--- src/rtl/dmem_dma_if.sv ---
// ----------------------------------------------------------------------------
// dmem_dma_if
// Bundles the control, status and data-memory signals of the DMA engine.
//   master : engine view  (drives status + memory request, receives control
//            + READ_DATA)
//   slave  : environment view (CPU control path and data memory)
// Signals:
//   START, MODE, ABORT, SRC, DST, LEN, FILL_DATA   control from software
//   BUSY, DONE, ABORTED, WORDS_DONE                status to software
//   MEM_WRITE, ADDRESS, WRITE_DATA                 memory request
//   READ_DATA                                      registered memory read data
// ----------------------------------------------------------------------------
interface dmem_dma_if #(
    parameter int ADDR_BITS     = 8,
    parameter int DATA_WIDTH    = 10,
    parameter int ADDRESS_WIDTH = 10
);
    logic                   START;
    logic                   MODE;
    logic                   ABORT;
    logic [ADDR_BITS-1:0]   SRC;
    logic [ADDR_BITS-1:0]   DST;
    logic [ADDR_BITS:0]     LEN;
    logic [DATA_WIDTH-1:0]  FILL_DATA;
    logic                   BUSY;
    logic                   DONE;
    logic                   ABORTED;
    logic [ADDR_BITS:0]     WORDS_DONE;
    logic                   MEM_WRITE;
    logic [ADDRESS_WIDTH-1:0] ADDRESS;
    logic [DATA_WIDTH-1:0]  WRITE_DATA;
    logic [DATA_WIDTH-1:0]  READ_DATA;

    modport master (
        input  START, MODE, ABORT, SRC, DST, LEN, FILL_DATA, READ_DATA,
        output BUSY, DONE, ABORTED, WORDS_DONE, MEM_WRITE, ADDRESS, WRITE_DATA
    );

    modport slave (
        output START, MODE, ABORT, SRC, DST, LEN, FILL_DATA, READ_DATA,
        input  BUSY, DONE, ABORTED, WORDS_DONE, MEM_WRITE, ADDRESS, WRITE_DATA
    );
endinterface

--- src/rtl/dmem_dma_engine.sv ---
// ----------------------------------------------------------------------------
// dmem_dma_engine
// Block copy / block fill initiator for the 256 x 10-bit data memory.
// Software latches SRC/DST/LEN/MODE/FILL_DATA with a START pulse and waits
// for the one-cycle DONE pulse. COPY alternates a read cycle (RD) and a write
// cycle (WR); FILL writes one word per cycle (FILLW). ABORT ends an active
// transfer after the current access.
// Ports:
//   CLK    rising-edge clock
//   RESET  asynchronous, active-high
//   bus    dmem_dma_if.master (control, status and memory signals)
// ----------------------------------------------------------------------------
module dmem_dma_engine #(
    parameter int ADDR_BITS     = 8,
    parameter int DATA_WIDTH    = 10,
    parameter int ADDRESS_WIDTH = 10
) (
    input  logic       CLK,
    input  logic       RESET,
    dmem_dma_if.master bus
);

    localparam int PAD = ADDRESS_WIDTH - ADDR_BITS;
    localparam logic [ADDR_BITS:0] LAST_WORD = 1;

    typedef enum logic [2:0] {
        S_IDLE,
        S_RD,
        S_WR,
        S_FILLW,
        S_FIN
    } state_t;

    state_t                  state;
    logic [ADDR_BITS-1:0]    src_ptr;
    logic [ADDR_BITS-1:0]    dst_ptr;
    logic [ADDR_BITS:0]      remaining;
    logic [DATA_WIDTH-1:0]   wdata_q;
    logic                    busy_q;
    logic                    done_q;
    logic                    aborted_q;
    logic [ADDR_BITS:0]      words_q;
    logic                    mw_q;
    logic [ADDRESS_WIDTH-1:0] addr_q;

    function automatic logic [ADDRESS_WIDTH-1:0] to_addr(input logic [ADDR_BITS-1:0] idx);
        return {{PAD{1'b0}}, idx};
    endfunction

    // Each branch programs the memory request for the cycle being entered,
    // so MEM_WRITE/ADDRESS come straight from flops.
    always_ff @(posedge CLK or posedge RESET) begin
        if (RESET) begin
            state     <= S_IDLE;
            src_ptr   <= '0;
            dst_ptr   <= '0;
            remaining <= '0;
            wdata_q   <= '0;
            busy_q    <= 1'b0;
            done_q    <= 1'b0;
            aborted_q <= 1'b0;
            words_q   <= '0;
            mw_q      <= 1'b0;
            addr_q    <= '0;
        end else begin
            case (state)
                S_IDLE: begin
                    done_q <= 1'b0;
                    if (bus.START) begin
                        src_ptr   <= bus.SRC;
                        dst_ptr   <= bus.DST;
                        remaining <= bus.LEN;
                        words_q   <= '0;
                        aborted_q <= 1'b0;
                        if (bus.LEN == '0) begin
                            state  <= S_FIN;
                            done_q <= 1'b1;
                        end else if (!bus.MODE) begin
                            state   <= S_RD;
                            busy_q  <= 1'b1;
                            mw_q    <= 1'b0;
                            addr_q  <= to_addr(bus.SRC);
                            wdata_q <= '0;
                        end else begin
                            state   <= S_FILLW;
                            busy_q  <= 1'b1;
                            mw_q    <= 1'b1;
                            addr_q  <= to_addr(bus.DST);
                            wdata_q <= bus.FILL_DATA;
                        end
                    end
                end

                S_RD: begin
                    if (bus.ABORT) begin
                        state     <= S_FIN;
                        done_q    <= 1'b1;
                        busy_q    <= 1'b0;
                        aborted_q <= 1'b1;
                        mw_q      <= 1'b0;
                        addr_q    <= '0;
                    end else begin
                        state  <= S_WR;
                        mw_q   <= 1'b1;
                        addr_q <= to_addr(dst_ptr);
                    end
                end

                S_WR: begin
                    src_ptr   <= src_ptr + 1'b1;
                    dst_ptr   <= dst_ptr + 1'b1;
                    remaining <= remaining - 1'b1;
                    words_q   <= words_q + 1'b1;
                    if (bus.ABORT || remaining == LAST_WORD) begin
                        state     <= S_FIN;
                        done_q    <= 1'b1;
                        busy_q    <= 1'b0;
                        aborted_q <= bus.ABORT;
                        mw_q      <= 1'b0;
                        addr_q    <= '0;
                    end else begin
                        state  <= S_RD;
                        mw_q   <= 1'b0;
                        addr_q <= to_addr(src_ptr + 1'b1);
                    end
                end

                S_FILLW: begin
                    dst_ptr   <= dst_ptr + 1'b1;
                    remaining <= remaining - 1'b1;
                    words_q   <= words_q + 1'b1;
                    if (bus.ABORT || remaining == LAST_WORD) begin
                        state     <= S_FIN;
                        done_q    <= 1'b1;
                        busy_q    <= 1'b0;
                        aborted_q <= bus.ABORT;
                        mw_q      <= 1'b0;
                        addr_q    <= '0;
                        wdata_q   <= '0;
                    end else begin
                        addr_q <= to_addr(dst_ptr + 1'b1);
                    end
                end

                S_FIN: begin
                    done_q <= 1'b0;
                    state  <= S_IDLE;
                end

                default: begin
                    state  <= S_IDLE;
                    done_q <= 1'b0;
                    busy_q <= 1'b0;
                    mw_q   <= 1'b0;
                    addr_q <= '0;
                end
            endcase
        end
    end

    assign bus.BUSY       = busy_q;
    assign bus.DONE       = done_q;
    assign bus.ABORTED    = aborted_q;
    assign bus.WORDS_DONE = words_q;
    assign bus.MEM_WRITE  = mw_q;
    assign bus.ADDRESS    = addr_q;
    // Copy writes forward the word fetched in the preceding RD cycle without
    // an extra register stage; wdata_q is zero outside FILL.
    assign bus.WRITE_DATA = (state == S_WR) ? bus.READ_DATA : wdata_q;

endmodule
--- src/flat_wrapper.sv ---
// flat-port wrapper written by rule: the top's interface ports become plain ports
module dmem_dma_engine_flat 
#(
    parameter int ADDR_BITS     = 8,
    parameter int DATA_WIDTH    = 10,
    parameter int ADDRESS_WIDTH = 10
)
  (CLK, RESET, bus_START, bus_MODE, bus_ABORT, bus_SRC, bus_DST, bus_LEN, bus_FILL_DATA, bus_READ_DATA, bus_BUSY, bus_DONE, bus_ABORTED, bus_WORDS_DONE, bus_MEM_WRITE, bus_ADDRESS, bus_WRITE_DATA);
  dmem_dma_if #(.ADDR_BITS(ADDR_BITS), .DATA_WIDTH(DATA_WIDTH), .ADDRESS_WIDTH(ADDRESS_WIDTH)) bus_i ();
  input  logic CLK;
  input  logic RESET;
  input wire logic [$bits(bus_i.START)-1:0] bus_START;
  input wire logic [$bits(bus_i.MODE)-1:0] bus_MODE;
  input wire logic [$bits(bus_i.ABORT)-1:0] bus_ABORT;
  input wire logic [$bits(bus_i.SRC)-1:0] bus_SRC;
  input wire logic [$bits(bus_i.DST)-1:0] bus_DST;
  input wire logic [$bits(bus_i.LEN)-1:0] bus_LEN;
  input wire logic [$bits(bus_i.FILL_DATA)-1:0] bus_FILL_DATA;
  input wire logic [$bits(bus_i.READ_DATA)-1:0] bus_READ_DATA;
  output wire logic [$bits(bus_i.BUSY)-1:0] bus_BUSY;
  output wire logic [$bits(bus_i.DONE)-1:0] bus_DONE;
  output wire logic [$bits(bus_i.ABORTED)-1:0] bus_ABORTED;
  output wire logic [$bits(bus_i.WORDS_DONE)-1:0] bus_WORDS_DONE;
  output wire logic [$bits(bus_i.MEM_WRITE)-1:0] bus_MEM_WRITE;
  output wire logic [$bits(bus_i.ADDRESS)-1:0] bus_ADDRESS;
  output wire logic [$bits(bus_i.WRITE_DATA)-1:0] bus_WRITE_DATA;
  assign bus_i.START = bus_START;
  assign bus_i.MODE = bus_MODE;
  assign bus_i.ABORT = bus_ABORT;
  assign bus_i.SRC = bus_SRC;
  assign bus_i.DST = bus_DST;
  assign bus_i.LEN = bus_LEN;
  assign bus_i.FILL_DATA = bus_FILL_DATA;
  assign bus_i.READ_DATA = bus_READ_DATA;
  assign bus_BUSY = bus_i.BUSY;
  assign bus_DONE = bus_i.DONE;
  assign bus_ABORTED = bus_i.ABORTED;
  assign bus_WORDS_DONE = bus_i.WORDS_DONE;
  assign bus_MEM_WRITE = bus_i.MEM_WRITE;
  assign bus_ADDRESS = bus_i.ADDRESS;
  assign bus_WRITE_DATA = bus_i.WRITE_DATA;
  dmem_dma_engine #(.ADDR_BITS(ADDR_BITS), .DATA_WIDTH(DATA_WIDTH), .ADDRESS_WIDTH(ADDRESS_WIDTH)) u_core (.CLK(CLK), .RESET(RESET), .bus(bus_i));
endmodule
--- config.mk ---
export PLATFORM = sky130hd
export DESIGN_NAME = dmem_dma_engine_flat
export DESIGN_NICKNAME = d
export VERILOG_FILES = /design/src/rtl/dmem_dma_if.sv /design/src/rtl/dmem_dma_engine.sv /design/src/flat_wrapper.sv
export SDC_FILE = /design/constraint.sdc
export NUM_CORES = 1
export LEC_CHECK = 0
export BUFFER_PORTS_ARGS = -buffer_cell sky130_fd_sc_hd__buf_2
export CAP_MARGIN = 20
export CELL_PAD_IN_SITES_DETAIL_PLACEMENT = 1
export CELL_PAD_IN_SITES_GLOBAL_PLACEMENT = 1
export CORE_UTILIZATION = 40
export CTS_CLUSTER_SIZE = 24
export DETAILED_ROUTE_END_ITERATION = 10
export PLACE_DENSITY_LB_ADDON = 0.1
export SLEW_MARGIN = 20
export SYNTH_ARGS = -nofsm -noshare
export SYNTH_HDL_FRONTEND = slang
export SYNTH_SLANG_ARGS = --single-unit
--- constraint.sdc ---
create_clock -name CLK -period 2.1 [get_ports CLK]
set_clock_uncertainty 0.05 [all_clocks]
set_input_delay 0.105 -clock CLK [delete_from_list [all_inputs] [get_ports CLK]]
set_output_delay 0.105 -clock CLK [all_outputs]
set_load 0.02 [all_outputs]
==> metrics.txt <==
status finished, final reports clean; Post-route DRC 0; Cell Count, Final, Fillers Out 634; maximum clock path buffer count 2; Slew headroom 59.9%; count of cell types in the netlist between 50 and 60; Fmax 499 MHz; final hold vios 0; Layout area overhead 29.4%; clk_lat worst skew 0.34 ns; I/O pin count 83; die area 0.00906 mm²; mean post-synth cell area approximately 8.6 µm²; number of CTS-inserted buffers 9; CP max FO 7; 1st-iter DRT viols 207; Net Sw Power 3190 µW; internal power 3560 µW; Cells after Synth just over 400; CTS tree yes; Post-Syn Area 0.00347 mm²; wire length per cell 17.4 µm; post-synthesis register bit count just under 60; worst vdd ir 0.565 mV; row count 33; CP delay by family, top buffers and inverters; Die Wd 95.2 µm; Worst Path Buf+Inv 3; first-pass GRT wire length 18.5 mm; fin nets 580; Max Slew Vio Count 0; pwr/cell area ~1500 mW/mm²; share of layout cells above drive strength 1 26.5%; clock share of power 13.2%; Most used DFF post-synth dfrtp_1; CP required about 2.3 ns; dpl hpwl between 8 and 9 mm; EDFF count, synth 0; Worst setup EP type flip-flop; dpl cells 593; vias in the first global route 3598; CP arrival 2.23 ns; DIE HEIGHT 95.2 µm; Async SR Flop Fraction between 90% and 100%; worst min path class primary input to flip-flop; clk slew on worst S/H paths 0.07 ns; Comb power frac 54.2%; root buffer cell clkbuf_8; period utilization 95.5%; Final Wtd Congestion about 0.85; DRT Wirelength 11.0 mm; total number of vias between 3000 and 4000; Worst Slack Setup Final approximately 0.094 ns; Setup WS pre-CTS 0.135 ns; final setup vio count 0; total power draw 6760 µW; Total Neg Setup Slack 0 ns; critical path, cell by cell dlygate4sd3_1, buf_2, nor4_1, nand3_1, buf_4, a21boi_1, nand2b_1, a22o_1; kind of critical path primary input to flip-flop; LEAKAGE 0.00212 µW; GRT Total Usage 26.5%; initial antenna violation count 0; Worst Tran Pin Value ~0.60 ns; unrepaired setup endpoints after global routing false; Switching Fraction a little under half; Max Cap Violations 0; initial core utilization 41.8%; core area 0.00830 mm²; max incr delay on CP 0.55 ns; Reg power frac 32.6%; CP max stage cell dlygate4sd3_1; # port buffers 80; largest net degree at the start of global routing 28; clk sinks 59; GRT overflow 0; crit path time final 2.01 ns; Detail Route Antenna Nets 0; # diodes 0; H-Tree Depth 3; kind of start point of the critical path primary input; first-pass detailed-route iteration total 4; synth warn 0; vias per cell 5.53; sequential share of the synthesized area 42.5%
==> cell usage after synthesis, drive strengths merged, types with 4 or more instances <==
cell type	count	area, µm²
nor3	6	35.0
nand3	14	75.1
clkbuf	4	16.3
buf	19	126
xnor2	10	87.6
ha	5	62.6
a21oi	24	124
a31oi	8	50.1
a221o	6	60.1
dfrtp	59	1480
nand2	96	368
nand4	9	56.3
xor2	7	61.3
inv	8	30.0
nor2	36	138
and3	4	25.0
o22ai	9	56.3
o211ai	6	45.0
o21ai	26	130
mux2i	7	70.1
==> cells in the final DEF (no fill, tap or decap), drive strengths merged, types with 7 or more instances in the layout <==
master	instances
nand3	14
o22ai	9
mux2i	7
dlygate4sd3	22
xor2	7
inv	8
xnor2	10
a31oi	8
nand2	96
nand4	9
dfrtp	59
clkbuf	12
o21ai	26
a21oi	24
nor2	36
buf	108
==> kinds of logic after synthesis <==
kind of cell	synth area share (%)
AND/OR/NAND/NOR	24.2
AO/OA/AOI/OAI	19.5
multiplexers	2.67
flip-flops	42.5
adder cells (fa/ha/maj)	1.80
other	0.108
buffers and inverters	4.97
XOR/XNOR	4.29
==> power by group through the flow <==
stage / clock (µW) / combinational, µW / sequential (µW)
detailed placement: 0 / 3520 / 2190
global placement: 0 / 3440 / 2160
CTS: 911 / 3590 / 2170
floorplan: 0 / 2400 / 2140
global route: 960 / 4070 / 2270
finish: 895 / 3660 / 2200
==> through the flow <==
| step | utilization [%] | area, µm² | hold slack, ns |
|---|---|---|---|
| finish | 54.1 | 4490 | 0.00376 |
| global route | 54.1 | 4490 | 0.00637 |
| CTS | 53.5 | 4440 | 0.00102 |
| detailed placement | 48.9 | 4060 | 0.101 |
| global placement | 48.9 | 4060 | 0.102 |
| floorplan | - | 3480 | 0.182 |
==> per-layer routing <==
| metal | routed length, µm | share of wire (%) | up-vias | GRT usage (%) |
|---|---|---|---|---|
| li1 | - | - | 1683 | - |
| met1 | 5120 | 46 | 1711 | 36.3 |
| met2 | 5320 | 48 | 101 | 44.1 |
| met3 | 523 | 4.7 | 8 | 4.15 |
| met4 | 84 | 0.76 | 0 | 5.93 |
| met5 | 0 | 0 | - | 0 |
==> final cells by class <==
type / count / area (µm²)
Clock buffer: 12 / 145
Inverter: 8 / 30.0
Clock inverter: 3 / 15.0
Timing Repair Buffer: 130 / 847
Sequential cell: 59 / 1480
Tap cell: 105 / 131
Fill cell: 1041 / 3810
Multi-Input combinational cell: 317 / 1850
==> worst min-delay path, stage by stage <==
cell and delay [ns]:
buf_2 0.10, nand2_1 0.06, o211ai_1 0.07
==> sequential cells by signal, indices dropped and copies added (netlist names) <==
name                   cells
u_core.wdata_q            10
u_core.bus.ADDRESS         8
u_core.src_ptr             8
u_core.bus.DONE            1
u_core.dst_ptr             8
u_core.bus.BUSY            1
u_core.remaining           9
u_core.bus.WORDS_DONE      9
u_core.state               3
u_core.bus.MEM_WRITE       1
u_core.bus.ABORTED         1
==> path summary, 6_finish.rpt <==
check                           cells past startpoint  slack, ns                    end                 from
worst max-delay path                                8       0.09        u_core.bus.BUSY           bus_LEN[2]
worst min-delay path                                3      0.004    u_core.remaining[6]           bus_LEN[6]
worst max register to register                      8       0.14  u_core.bus.ADDRESS[3]  u_core.remaining[1]
worst min register to register                      1       0.43        u_core.bus.DONE      u_core.bus.DONE
max in group asynchronous                           4       1.14      u_core.wdata_q[1]                RESET
min in group asynchronous                           3       0.27     u_core.bus.ABORTED                RESET
==> repair_timing <==
item	CTS	global route
pin swaps	0	0
setup buffers	0	4
endpoints found under the hold margin	39	0
hold buffers	22	0
resized for setup	2	5
setup endpoints to repair	10	14
Note: power is estimated with default switching activity, not from simulation.
